<file path="src/rtl/sensor_sequencer.sv">
`timescale 1ns/1ps
`default_nettype none
// ============================================================================
// Module   : sensor_sequencer
// Purpose  : Periodic DHT11 read -> UART metrics frame -> LCD refresh scheduler
// Revision : 1.0
// ============================================================================
module sensor_sequencer #(
    parameter int unsigned PERIOD_CYC      = 1_000_000,
    parameter int unsigned DHT_TIMEOUT_CYC = 50_000,
    parameter int unsigned TX_TIMEOUT_CYC  = 200_000,
    parameter int unsigned MAX_RETRY       = 2
) (
    input  logic       clk,
    input  logic       rst_n,
    input  logic       enable,
    output logic       dht_en,
    input  logic       dht_data_ready,
    input  logic [7:0] temperature,
    input  logic [7:0] humidity,
    output logic [7:0] temp_out,
    output logic [7:0] hum_out,
    output logic       sample_valid,
    output logic       en_tx,
    input  logic       tx_msg_done,
    output logic       lcd_en,
    output logic       sensor_fault,
    output logic       overrun,
    output logic [7:0] err_count
);

    localparam int unsigned C_PER_W   = (PERIOD_CYC > 1) ? $clog2(PERIOD_CYC) : 1;
    localparam int unsigned C_TMO_MAX = (DHT_TIMEOUT_CYC > TX_TIMEOUT_CYC) ?
                                        DHT_TIMEOUT_CYC : TX_TIMEOUT_CYC;
    localparam int unsigned C_TMO_W   = (C_TMO_MAX > 1) ? $clog2(C_TMO_MAX) : 1;

    localparam logic [C_PER_W-1:0] C_PER_LAST  = C_PER_W'(PERIOD_CYC - 1);
    localparam logic [C_PER_W-1:0] C_PER_ONE   = C_PER_W'(1);
    localparam logic [C_TMO_W-1:0] C_DHT_LAST  = C_TMO_W'(DHT_TIMEOUT_CYC - 1);
    localparam logic [C_TMO_W-1:0] C_TX_LAST   = C_TMO_W'(TX_TIMEOUT_CYC - 1);
    localparam logic [C_TMO_W-1:0] C_TMO_ONE   = C_TMO_W'(1);
    localparam logic [2:0]         C_RETRY_MAX = 3'(MAX_RETRY);

    localparam logic [2:0] C_IDLE     = 3'd0;
    localparam logic [2:0] C_DHT_WAIT = 3'd1;
    localparam logic [2:0] C_DHT_GAP  = 3'd2;
    localparam logic [2:0] C_TX_WAIT  = 3'd3;
    localparam logic [2:0] C_LCD      = 3'd4;

    logic [2:0]         state_q, state_d;
    logic [C_PER_W-1:0] per_cnt_q, per_cnt_d;
    logic [C_TMO_W-1:0] tmo_q, tmo_d;
    logic [2:0]         retry_q, retry_d;
    logic               dht_en_q, dht_en_d;
    logic               en_tx_q, en_tx_d;
    logic               lcd_en_q, lcd_en_d;
    logic               sample_valid_q, sample_valid_d;
    logic [7:0]         temp_q, temp_d;
    logic [7:0]         hum_q, hum_d;
    logic               fault_q, fault_d;
    logic               overrun_q, overrun_d;
    logic [7:0]         err_q, err_d;

    logic w_tick;
    logic w_busy;
    logic w_err_inc;

    assign w_tick = enable && (per_cnt_q == C_PER_LAST);
    assign w_busy = (state_q != C_IDLE);

    always_comb begin
        state_d        = state_q;
        per_cnt_d      = (!enable || w_tick) ? '0 : per_cnt_q + C_PER_ONE;
        tmo_d          = '0;
        retry_d        = retry_q;
        sample_valid_d = 1'b0;
        temp_d         = temp_q;
        hum_d          = hum_q;
        fault_d        = fault_q;
        overrun_d      = overrun_q | (w_tick & w_busy);
        w_err_inc      = 1'b0;

        // Timeout counters only count while staying in a wait state, so any
        // transition leaves them at zero for the next state.
        case (state_q)
            C_IDLE: begin
                if (w_tick) begin
                    state_d = C_DHT_WAIT;
                    retry_d = '0;
                end
            end
            C_DHT_WAIT: begin
                if (dht_data_ready) begin
                    temp_d         = temperature;
                    hum_d          = humidity;
                    sample_valid_d = 1'b1;
                    fault_d        = 1'b0;
                    state_d        = C_TX_WAIT;
                end else if (tmo_q == C_DHT_LAST) begin
                    w_err_inc = 1'b1;
                    if (retry_q < C_RETRY_MAX) begin
                        retry_d = retry_q + 3'd1;
                        state_d = C_DHT_GAP;
                    end else begin
                        fault_d = 1'b1;
                        state_d = C_LCD;
                    end
                end else begin
                    tmo_d = tmo_q + C_TMO_ONE;
                end
            end
            C_DHT_GAP: begin
                state_d = C_DHT_WAIT;
            end
            C_TX_WAIT: begin
                if (tx_msg_done) begin
                    state_d = C_LCD;
                end else if (tmo_q == C_TX_LAST) begin
                    w_err_inc = 1'b1;
                    state_d   = C_LCD;
                end else begin
                    tmo_d = tmo_q + C_TMO_ONE;
                end
            end
            C_LCD: begin
                state_d = C_IDLE;
            end
            default: begin
                state_d = C_IDLE;
            end
        endcase

        // Dropping enable abandons the sequence but keeps the sample history.
        if (!enable) begin
            state_d        = C_IDLE;
            tmo_d          = '0;
            retry_d        = '0;
            sample_valid_d = 1'b0;
            temp_d         = temp_q;
            hum_d          = hum_q;
            fault_d        = fault_q;
            w_err_inc      = 1'b0;
        end

        err_d    = (w_err_inc && (err_q != 8'hFF)) ? err_q + 8'd1 : err_q;
        dht_en_d = (state_d == C_DHT_WAIT);
        en_tx_d  = (state_d == C_TX_WAIT);
        lcd_en_d = (state_d == C_LCD);
    end

    always_ff @(posedge clk or negedge rst_n) begin
        if (!rst_n) begin
            state_q        <= C_IDLE;
            per_cnt_q      <= '0;
            tmo_q          <= '0;
            retry_q        <= '0;
            dht_en_q       <= 1'b0;
            en_tx_q        <= 1'b0;
            lcd_en_q       <= 1'b0;
            sample_valid_q <= 1'b0;
            temp_q         <= 8'd0;
            hum_q          <= 8'd0;
            fault_q        <= 1'b0;
            overrun_q      <= 1'b0;
            err_q          <= 8'd0;
        end else begin
            state_q        <= state_d;
            per_cnt_q      <= per_cnt_d;
            tmo_q          <= tmo_d;
            retry_q        <= retry_d;
            dht_en_q       <= dht_en_d;
            en_tx_q        <= en_tx_d;
            lcd_en_q       <= lcd_en_d;
            sample_valid_q <= sample_valid_d;
            temp_q         <= temp_d;
            hum_q          <= hum_d;
            fault_q        <= fault_d;
            overrun_q      <= overrun_d;
            err_q          <= err_d;
        end
    end

    assign dht_en       = dht_en_q;
    assign en_tx        = en_tx_q;
    assign lcd_en       = lcd_en_q;
    assign sample_valid = sample_valid_q;
    assign temp_out     = temp_q;
    assign hum_out      = hum_q;
    assign sensor_fault = fault_q;
    assign overrun      = overrun_q;
    assign err_count    = err_q;

endmodule

`default_nettype wire

</file>
<file path="config.mk">
export PLATFORM = sky130hd
export DESIGN_NAME = sensor_sequencer
export DESIGN_NICKNAME = d
export VERILOG_FILES = /design/src/rtl/sensor_sequencer.sv
export SDC_FILE = /design/constraint.sdc
export NUM_CORES = 1
export LEC_CHECK = 0
export BUFFER_PORTS_ARGS = -buffer_cell sky130_fd_sc_hd__buf_4
export CAP_MARGIN = 0
export CORE_MARGIN = 2
export CORE_UTILIZATION = 57
export DETAILED_ROUTE_END_ITERATION = 10
export GPL_TIMING_DRIVEN = 0
export PLACE_DENSITY = 0.78
export SYNTH_ARGS = -nofsm -noshare
export SYNTH_HDL_FRONTEND = slang
export SYNTH_SLANG_ARGS = --single-unit
</file>
<file path="constraint.sdc">
create_clock -name clk -period 2.49 [get_ports clk]
set_clock_uncertainty 0.15 [all_clocks]
set_input_delay 0.498 -clock clk [delete_from_list [all_inputs] [get_ports clk]]
set_output_delay 0.498 -clock clk [all_outputs]
set_load 0.005 [all_outputs]
</file>
==> results of run 1 <==
-- synthesized netlist by cell type, types with 4 or more instances --
| cell type | count |
|---|---|
| sky130_fd_sc_hd__nand3_1 | 20 |
| sky130_fd_sc_hd__clkbuf_1 | 5 |
| sky130_fd_sc_hd__o21ai_0 | 6 |
| sky130_fd_sc_hd__nand2_1 | 21 |
| sky130_fd_sc_hd__nor3_1 | 11 |
| sky130_fd_sc_hd__and3_1 | 8 |
| sky130_fd_sc_hd__nor2_1 | 49 |
| sky130_fd_sc_hd__inv_1 | 8 |
| sky130_fd_sc_hd__xor2_1 | 24 |
| sky130_fd_sc_hd__and4_1 | 5 |
| sky130_fd_sc_hd__mux2_2 | 16 |
| sky130_fd_sc_hd__ha_1 | 4 |
| sky130_fd_sc_hd__nand4_1 | 11 |
| sky130_fd_sc_hd__xnor2_1 | 17 |
| sky130_fd_sc_hd__dfrtp_1 | 74 |
-- worst paths after layout --
path                                     from                  endpoint  slack, ps
max                        tmo_q[0]$_DFF_PN0_       tmo_q[12]$_DFF_PN0_        130
min                                     rst_n  err_count[2]$_DFFE_PN0P_        120
max reg2reg                tmo_q[0]$_DFF_PN0_       tmo_q[12]$_DFF_PN0_        130
min reg2reg                 overrun$_DFF_PN0_         overrun$_DFF_PN0_        350
max in group asynchronous               rst_n       tmo_q[14]$_DFF_PN0_       1490
min in group clk                  humidity[7]    hum_out[7]$_DFFE_PN0P_        220
-- where the power goes --
group | switching, W | internal [W]
logic | 0.0000525 | 0.0000615
registers | 0.0000148 | 0.00122
clock network | 0.000448 | 0.000665
-- cells in the final DEF (no fill, tap or decap), types with 2 or more instances in the layout --
| cell type | netlist | final |
|---|---|---|
| sky130_fd_sc_hd__dfrtp_1 | 74 | 74 |
| sky130_fd_sc_hd__buf_4 | 3 | 53 |
| sky130_fd_sc_hd__nor2_1 | 49 | 49 |
| sky130_fd_sc_hd__xor2_1 | 24 | 24 |
| sky130_fd_sc_hd__nand2_1 | 21 | 21 |
| sky130_fd_sc_hd__nand3_1 | 20 | 20 |
| sky130_fd_sc_hd__xnor2_1 | 17 | 17 |
| sky130_fd_sc_hd__mux2_2 | 16 | 16 |
| sky130_fd_sc_hd__nand4_1 | 11 | 11 |
| sky130_fd_sc_hd__nor3_1 | 11 | 10 |
| sky130_fd_sc_hd__clkbuf_8 | 0 | 9 |
| sky130_fd_sc_hd__and3_1 | 8 | 8 |
| sky130_fd_sc_hd__inv_1 | 8 | 8 |
| sky130_fd_sc_hd__o21ai_0 | 6 | 6 |
| sky130_fd_sc_hd__and4_1 | 5 | 5 |
| sky130_fd_sc_hd__clkbuf_1 | 5 | 5 |
| sky130_fd_sc_hd__nor3_2 | 3 | 4 |
| sky130_fd_sc_hd__ha_1 | 4 | 4 |
| sky130_fd_sc_hd__nor4b_1 | 3 | 3 |
| sky130_fd_sc_hd__nand2b_1 | 3 | 3 |
| sky130_fd_sc_hd__and2_1 | 3 | 3 |
| sky130_fd_sc_hd__bufinv_16 | 0 | 3 |
| sky130_fd_sc_hd__nor4_1 | 2 | 2 |
| sky130_fd_sc_hd__o31a_1 | 2 | 2 |
| sky130_fd_sc_hd__nor2b_1 | 2 | 2 |
| sky130_fd_sc_hd__or3_1 | 2 | 2 |
| sky130_fd_sc_hd__or4_1 | 2 | 2 |
| sky130_fd_sc_hd__clkinv_2 | 0 | 2 |
| sky130_fd_sc_hd__clkinv_4 | 0 | 2 |
-- worst register-to-register path: cells and delay by family (launching register included) --
kind | cells | cell delay (ps)
AO/OA/AOI/OAI | 2 | 560
buffers and inverters | 2 | 360
AND/OR/NAND/NOR | 3 | 560
flip-flops | 1 | 420
adder cells (fa/ha/maj) | 1 | 240
-- per-stage QoR --
stage / hold slack (ps) / worst slack (ps) / total power, W / instances
3_5_place_dp: 325.6 / 42.77 / 0.001379 / 456
5_1_grt: 196.3 / 13.11 / 0.002562 / 472
2_1_floorplan: 52.41 / 274.9 / 0.001291 / 331
3_3_place_gp: 322.3 / 158.9 / 0.001375 / 456
4_1_cts: 156.2 / 34.32 / 0.002487 / 472
6_report: 119.6 / 126.3 / 0.002465 / 472
-- routing by layer --
metal	part of all wire	vias up	GRT usage
met5	0	-	0
met4	0.016	0	0.07750
met3	0.045	12	0.06362
met2	0.48	47	0.3336
met1	0.46	1292	0.2991
li1	-	1278	-
-- sequential cells by signal (all words and copies together) (netlist names), 3 cells and up --
name,flops
hum_out,8
temp_out,8
per_cnt_q,20
err_count,8
state_q,3
retry_q,3
tmo_q,18
-- logic make-up (layout without fill, tap and decap cells) --
logic type,Yosys count,in the layout,share of synthesized area
AOI/OAI and AO/OA,20,20,0.04576
xor gates and xnor gates,41,41,0.1010
adders and majority gates,4,4,0.01408
buffers and inverters,17,83,0.02323
DFF,74,74,0.5209
muxes,17,17,0.05385
and+or+nand+nor,158,158,0.2411
-- final cells by class --
cell class	count	area share
repair buffers	50	0.08775
well taps	75	0.02194
clock buffers	9	0.02896
clock inverters	7	0.02749
flip-flops and latches	74	0.4329
inverters	8	0.007020
multi-input cells	240	0.3817
plain buffers	9	0.01228
-- timing repair --
action                     4_1_cts  5_1_grt
resized for setup                0        2
setup endpoints to repair        0       12
setup buffers                    0        0
==> results.ini, run 1 <==
[outcome]
result_of_the_run = completed

[placed_design]
dp_hpwl_mm = 4.901
port-buffer-count = 50
post_dp_cell_area_sq_um = 4024
gp_congestion = 0.8377

[synth]
synth_seq_cells = 74
synthArstFlopShare = 1.000
syn-cell-area_sq_um = 3555
postSynthCellCount = 331
postSynth.topFlopCell = sky130_fd_sc_hd__dfrtp_1
synth_area_leader_cell = sky130_fd_sc_hd__dfrtp_1
synth-warning-count = 0
synth_top_area_frac = 0.5209
syn_nets = 356
synth_area_per_cell_sq_um = 10.74
synth.distinct_cells = 52
synth.top_cells.by_area = sky130_fd_sc_hd__dfrtp_1 52%, sky130_fd_sc_hd__xor2_1 5.9%, sky130_fd_sc_hd__nor2_1 5.2%
synth_enable_flop_cells = 0
share_of_synthesized_area_occupied_by_flip_flops_and_latches = 0.5209

[timing]
timing_worst_slew_pin_value_ps = 902.1
report.final.hold_viol_count = 0
max_freq_mhz = 423.1
timing.final.crit_share = 0.9493
timing.max_slew.rel_slack = 0.3986
final_max_slew_viol_count = 0
setup_repair_after_global_routing_missed_its_margin = no
timing.final.setup_violations = 0
totalNegativeSetupSlack_ps = 0
finalWorstPathRequiredPeriod_ps = 2364

[detailed_routing]
drt-initial-drc-count = 96
route.antenna.remaining_nets = 0
dr.pass1.iters = 4
total_via_count_after_detailed_routing = 2629
via_per_inst = 5.570
post-route-drc-count = 0
avgRoutedWirePerCell_um = 14.89
total_wire_length_after_detailed_routing_mm = 7.030

[clock_network]
cts_tree = built
cts.reportedPaths.clkPinSlew_ps = 80
cts_hold_buf = 0
cts_buffers = 9
clock_sinks = 74
maximum_buffer_depth_of_the_clock_tree = 2
root_buffer = sky130_fd_sc_hd__clkbuf_8
worstSkewPairLatency_ps = 350
cts_max_level = 3

[critical_path]
timing.critical_path.cells = ha_1, and3_1, and4_1, clkbuf_1, a211oi_1, o21bai_4, buf_4, nor2_1
worst-r2r-cell-count = 8
critical_path.startpoint_type = flip-flop
crit_family = simple AND/OR/NAND/NOR gates
cp_data_required_time_ps = 2620
worstPathMaxFanout = 10
cp_slowest_stage_delay_ps = 420
worst_setup_path_end_kind = flip-flop
cpMaxStageDelayCell = sky130_fd_sc_hd__dfrtp_1
critical_path_buf_inv_count = 2
path_class = reg -> reg
critPathArrivalTime_ps = 2490
critical_path_cell_count = 8

[layout]
multi_input_area_sq_um = 1633
n_antenna_cell = 0
fraction_of_layout_instances_using_a_drive_strength_above_1 = 0.2469
fillers = 434
layout.cell_area.non_filler_sq_um = 4278
seqCellArea_sq_um = 1852
area.growth.synth_to_final_pct = 20.34
postLayoutCoreUtil = 0.7141
nets = 417

[floorplanning]
pin_count = 51
fp-row-count = 28
floorplan.initialDensity = 0.5934
die-area_sq_um = 6884
die_span_y_um = 82.97
die_width_um = 82.97
core_footprint_sq_um = 5991

[power_and_ir_drop]
max_rail_drop_vdd_mv = 0.5093
cellPowerDensity_nw_per_um2 = 576.2
total_leakage_power_nw = 2.020

[global_routing]
wire_length_of_the_first_global_routing_pass_mm = 12.08
antenna_violations_before_repair = 0
grt.overflow.total = 0
global_route.usage.total = 0.2184
vias_in_the_first_global_route = 2625
maximum_number_of_pins_on_one_net_before_global_route_repair = 75

[job]
drv.max_cap_violation_count = 0

[worst_hold_path]
min_path_type = in -> async

Power figures use the tool's default switching activity.
==> inputs of run 2 (changes only) <==
--- a/config.mk
+++ b/config.mk
@@ -5,13 +5,14 @@
 export SDC_FILE = /design/constraint.sdc
 export NUM_CORES = 1
 export LEC_CHECK = 0
+export ABC_AREA = 1
 export BUFFER_PORTS_ARGS = -buffer_cell sky130_fd_sc_hd__buf_4
 export CAP_MARGIN = 0
 export CORE_MARGIN = 2
-export CORE_UTILIZATION = 57
+export CORE_UTILIZATION = 58
 export DETAILED_ROUTE_END_ITERATION = 10
 export GPL_TIMING_DRIVEN = 0
-export PLACE_DENSITY = 0.78
+export PLACE_DENSITY = 0.79
 export SYNTH_ARGS = -nofsm -noshare
 export SYNTH_HDL_FRONTEND = slang
 export SYNTH_SLANG_ARGS = --single-unit
==> results.ini, run 2 <==
[global_routing]
global_route.peak_usage_layer = met2  ; unchanged
vias_in_the_first_global_route = 3186  ; was 2,625
grt.overflow.total = 0  ; unchanged
grt_util_met3 = 0.06420  ; was 0.06362
grt_util_met1 = 0.3267  ; was 0.2991
wire_length_of_the_first_global_routing_pass_mm = 14.17  ; was 12.08 mm
globalRouteMet2Util = 0.3835  ; was 0.3336
maximum_number_of_pins_on_one_net_before_global_route_repair = 75  ; unchanged
global_route.usage.total = 0.2430  ; was 0.2184
antenna_violations_before_repair = 0  ; unchanged

[detailed_routing]
drt-initial-drc-count = 200  ; was 96
total_via_count_after_detailed_routing = 3255  ; was 2,629
dr.pass1.iters = 4  ; unchanged
via_per_inst = 5.284  ; was 5.570
avgRoutedWirePerCell_um = 12.86  ; was 14.89 um
post-route-drc-count = 0  ; unchanged
route.antenna.remaining_nets = 0  ; unchanged
total_wire_length_after_detailed_routing_mm = 7.924  ; was 7.030 mm

[synth]
syn_nets = 499  ; was 356
share_of_synthesized_area_occupied_by_flip_flops_and_latches = 0.4852  ; was 0.5209
postSynth.topFlopCell = sky130_fd_sc_hd__dfrtp_1  ; unchanged
synth.top_cells.by_area = sky130_fd_sc_hd__dfrtp_1 49%, sky130_fd_sc_hd__nand2_1 12%, sky130_fd_sc_hd__nor2_1 6.4%  ; was sky130_fd_sc_hd__dfrtp_1 52%, sky130_fd_sc_hd__xor2_1 5.9%, sky130_fd_sc_hd__nor2_1 5.2%
synth-warning-count = 0  ; unchanged
syn-cell-area_sq_um = 3816  ; was 3555 sq um
synth_top_area_frac = 0.4852  ; was 0.5209
synth_area_leader_cell = sky130_fd_sc_hd__dfrtp_1  ; unchanged
synth.most_common_cell = sky130_fd_sc_hd__nand2_1  ; was sky130_fd_sc_hd__dfrtp_1
synth.top_cells.by_count = 126 x sky130_fd_sc_hd__nand2_1, 74 x sky130_fd_sc_hd__dfrtp_1, 65 x sky130_fd_sc_hd__nor2_1  ; was 74 x sky130_fd_sc_hd__dfrtp_1, 49 x sky130_fd_sc_hd__nor2_1, 24 x sky130_fd_sc_hd__xor2_1
synth.distinct_cells = 35  ; was 52
synth_enable_flop_cells = 0  ; unchanged
synth_seq_cells = 74  ; unchanged
synth_area_per_cell_sq_um = 8.051  ; was 10.74 sq um
synthArstFlopShare = 1.000  ; unchanged
postSynthCellCount = 474  ; was 331

[critical_path]
worst_setup_path_end_kind = flip-flop  ; unchanged
critical_path.startpoint_type = flip-flop  ; unchanged
path_class = reg -> reg  ; unchanged
r2r_slack_ps = 530  ; was 130 ps
critPathArrivalTime_ps = 2040  ; was 2490 ps
worstPathMaxFanout = 10  ; unchanged
cp_data_required_time_ps = 2570  ; was 2620 ps

[timing]
totalNegativeSetupSlack_ps = 0  ; unchanged
max_freq_mhz = 509.3  ; was 423.1 MHz
report.final.hold_viol_count = 0  ; unchanged
final_max_slew_viol_count = 0  ; unchanged
timing.final.crit_share = 0.7885  ; was 0.9493
timing.max_slew.rel_slack = 0.3810  ; was 0.3986
setup_repair_after_global_routing_missed_its_margin = no  ; unchanged
timing_worst_slew_pin_value_ps = 928.5  ; was 902.1 ps
finalWorstPathRequiredPeriod_ps = 1963  ; was 2364 ps
timing.final.setup_violations = 0  ; unchanged

[clock_network]
cts.repair_timing.setup_buffer_count = 0  ; unchanged
maximum_buffer_depth_of_the_clock_tree = 2  ; unchanged
clock_sinks = 74  ; unchanged
cts_hold_buf = 0  ; unchanged
cts-resized-gates = 0  ; unchanged
cts_tree = built  ; unchanged
cts_buffers = 9  ; unchanged
cts_max_level = 3  ; unchanged
root_buffer = sky130_fd_sc_hd__clkbuf_8  ; unchanged
worstSkewPairLatency_ps = 340  ; was 350 ps
cts.reportedPaths.clkPinSlew_ps = 70  ; was 80 ps

[layout]
layout_common_cells = 126 x sky130_fd_sc_hd__nand2_1, 74 x sky130_fd_sc_hd__dfrtp_1, 65 x sky130_fd_sc_hd__nor2_1, 52 x sky130_fd_sc_hd__buf_4, 51 x sky130_fd_sc_hd__inv_1  ; was 74 x sky130_fd_sc_hd__dfrtp_1, 53 x sky130_fd_sc_hd__buf_4, 49 x sky130_fd_sc_hd__nor2_1, 24 x sky130_fd_sc_hd__xor2_1, 21 x sky130_fd_sc_hd__nand2_1
area.growth.synth_to_final_pct = 17.80  ; was 20.34%
regMostFlops = per_cnt_q  ; unchanged
layout_top_registers = per_cnt_q (20), tmo_q (18)  ; unchanged
fillers = 523  ; was 434
nets = 560  ; was 417
fraction_of_layout_instances_using_a_drive_strength_above_1 = 0.1985  ; was 0.2469
layout.cells.most_common = sky130_fd_sc_hd__nand2_1  ; was sky130_fd_sc_hd__dfrtp_1
n_antenna_cell = 0  ; unchanged
finish.cell_count_without_fillers = 616  ; was 472
largest_register_ffs = 20  ; unchanged

[placed_design]
placed_cells = 601  ; was 456
port-buffer-count = 50  ; unchanged
dp_hpwl_mm = 5.833  ; was 4.901 mm
gp_congestion = 0.8803  ; was 0.8377

[floorplanning]
pin_count = 51  ; unchanged
die_width_um = 85.12  ; was 82.97 um
core_footprint_sq_um = 6350  ; was 5991 sq um
die-area_sq_um = 7245  ; was 6884 sq um
floorplan.initialDensity = 0.6010  ; was 0.5934
fp-row-count = 29  ; was 28
die_span_y_um = 85.12  ; was 82.97 um

[power_and_ir_drop]
cellPowerDensity_nw_per_um2 = 531.4  ; was 576.2 nW/um^2
total_leakage_power_nw = 2.220  ; was 2.020 nW
max_rail_drop_vdd_mv = 0.5533  ; was 0.5093 mV

[job]
drv.max_cap_violation_count = 0  ; unchanged

[worst_hold_path]
min_path_type = in -> async  ; unchanged

[outcome]
result_of_the_run = completed  ; unchanged

==> run 2: cell count changes after synthesis, moves of 8 or more <==
cell,delta
sky130_fd_sc_hd__a21oi_1,+12
sky130_fd_sc_hd__inv_1,+43
sky130_fd_sc_hd__xor2_1,-13
sky130_fd_sc_hd__nor2_1,+16
sky130_fd_sc_hd__mux2_2,-16
sky130_fd_sc_hd__nand2_1,+105
sky130_fd_sc_hd__nand4_1,+8
sky130_fd_sc_hd__xnor2_1,-13
sky130_fd_sc_hd__nor3_1,+8
==> run 2: final cells by class <==
| type | count | area [sq um] | area share |
|---|---|---|---|
| plain buffers | 7 | 52.55 | 0.01169 |
| clock buffers | 10 | 127.6 | 0.02839 |
| clock inverters | 5 | 80.08 | 0.01781 |
| inverters | 58 | 217.7 | 0.04843 |
| multi-input cells | 335 | 1694 | 0.3768 |
| flip-flops and latches | 74 | 1852 | 0.4119 |
| well taps | 77 | 96.34 | 0.02143 |
| repair buffers | 50 | 375.4 | 0.08350 |
==> run 2: kinds of logic after synthesis <==
family / count (synthesis) / synth area share
adder cells (fa/ha/maj): 4 / 0.01312
flip-flops: 74 / 0.4852
buffers and inverters: 65 / 0.07082
AND/OR/NAND/NOR: 283 / 0.3459
AO/OA/AOI/OAI: 33 / 0.05049
XOR/XNOR: 15 / 0.03442
==> run 2: final timing paths <==
check / start / end / cells after the start
worst max-delay path: tmo_q[0]$_DFF_PN0_ / tmo_q[3]$_DFF_PN0_ / 9
worst min-delay path: rst_n / tmo_q[1]$_DFF_PN0_ / 1
worst max register to register: tmo_q[0]$_DFF_PN0_ / tmo_q[3]$_DFF_PN0_ / 9
worst min register to register: per_cnt_q[0]$_DFF_PN0_ / per_cnt_q[0]$_DFF_PN0_ / 1
max in group asynchronous: rst_n / tmo_q[15]$_DFF_PN0_ / 1
min in group clk: temperature[5] / temp_out[5]$_DFFE_PN0P_ / 3
==> run 2: where the power goes <==
group          switching (W)  internal, W  total (W)
Clock               0.000426     0.000557   0.000983
Combinational      0.0000759    0.0000737   0.000150
Sequential         0.0000213      0.00123    0.00126
Total               0.000523      0.00187    0.00239
==> run 2: critical path, stage by stage (launching register included) <==
cell                      delay (ps)
sky130_fd_sc_hd__dfrtp_1         390
sky130_fd_sc_hd__ha_1            220
sky130_fd_sc_hd__nand3_2         160
sky130_fd_sc_hd__nor3_2          220
sky130_fd_sc_hd__nand3_1         160
sky130_fd_sc_hd__nand3_2         150
sky130_fd_sc_hd__nand2_4          90
sky130_fd_sc_hd__nand2_4         110
sky130_fd_sc_hd__buf_6           150
sky130_fd_sc_hd__nor2_1           50
==> run 2: stage by stage <==
step | hold slack [ps] | setup slack, ps | power (W) | instance area, sq um | util
final | 111.8 | 526.6 | 0.002389 | 4496 | 0.7080
after global routing | 184.7 | 310.1 | 0.002490 | 4496 | 0.7080
after CTS | 169.1 | 539.2 | 0.002416 | 4496 | 0.7080
after detailed placement | 308.4 | 542.3 | 0.001431 | 4288 | 0.6753
after global placement | 299.4 | 617.5 | 0.001425 | 4288 | 0.6753
after floorplan | 52.41 | 825.5 | 0.001321 | 3816 | -
==> run 2: metal layers <==
layer | vias up | wire (um) | part of all wire
li1 | 1634 | - | -
met1 | 1531 | 3734 | 0.47
met2 | 78 | 3640 | 0.46
met3 | 12 | 409 | 0.052
met4 | 0 | 140 | 0.018
met5 | - | 0 | 0
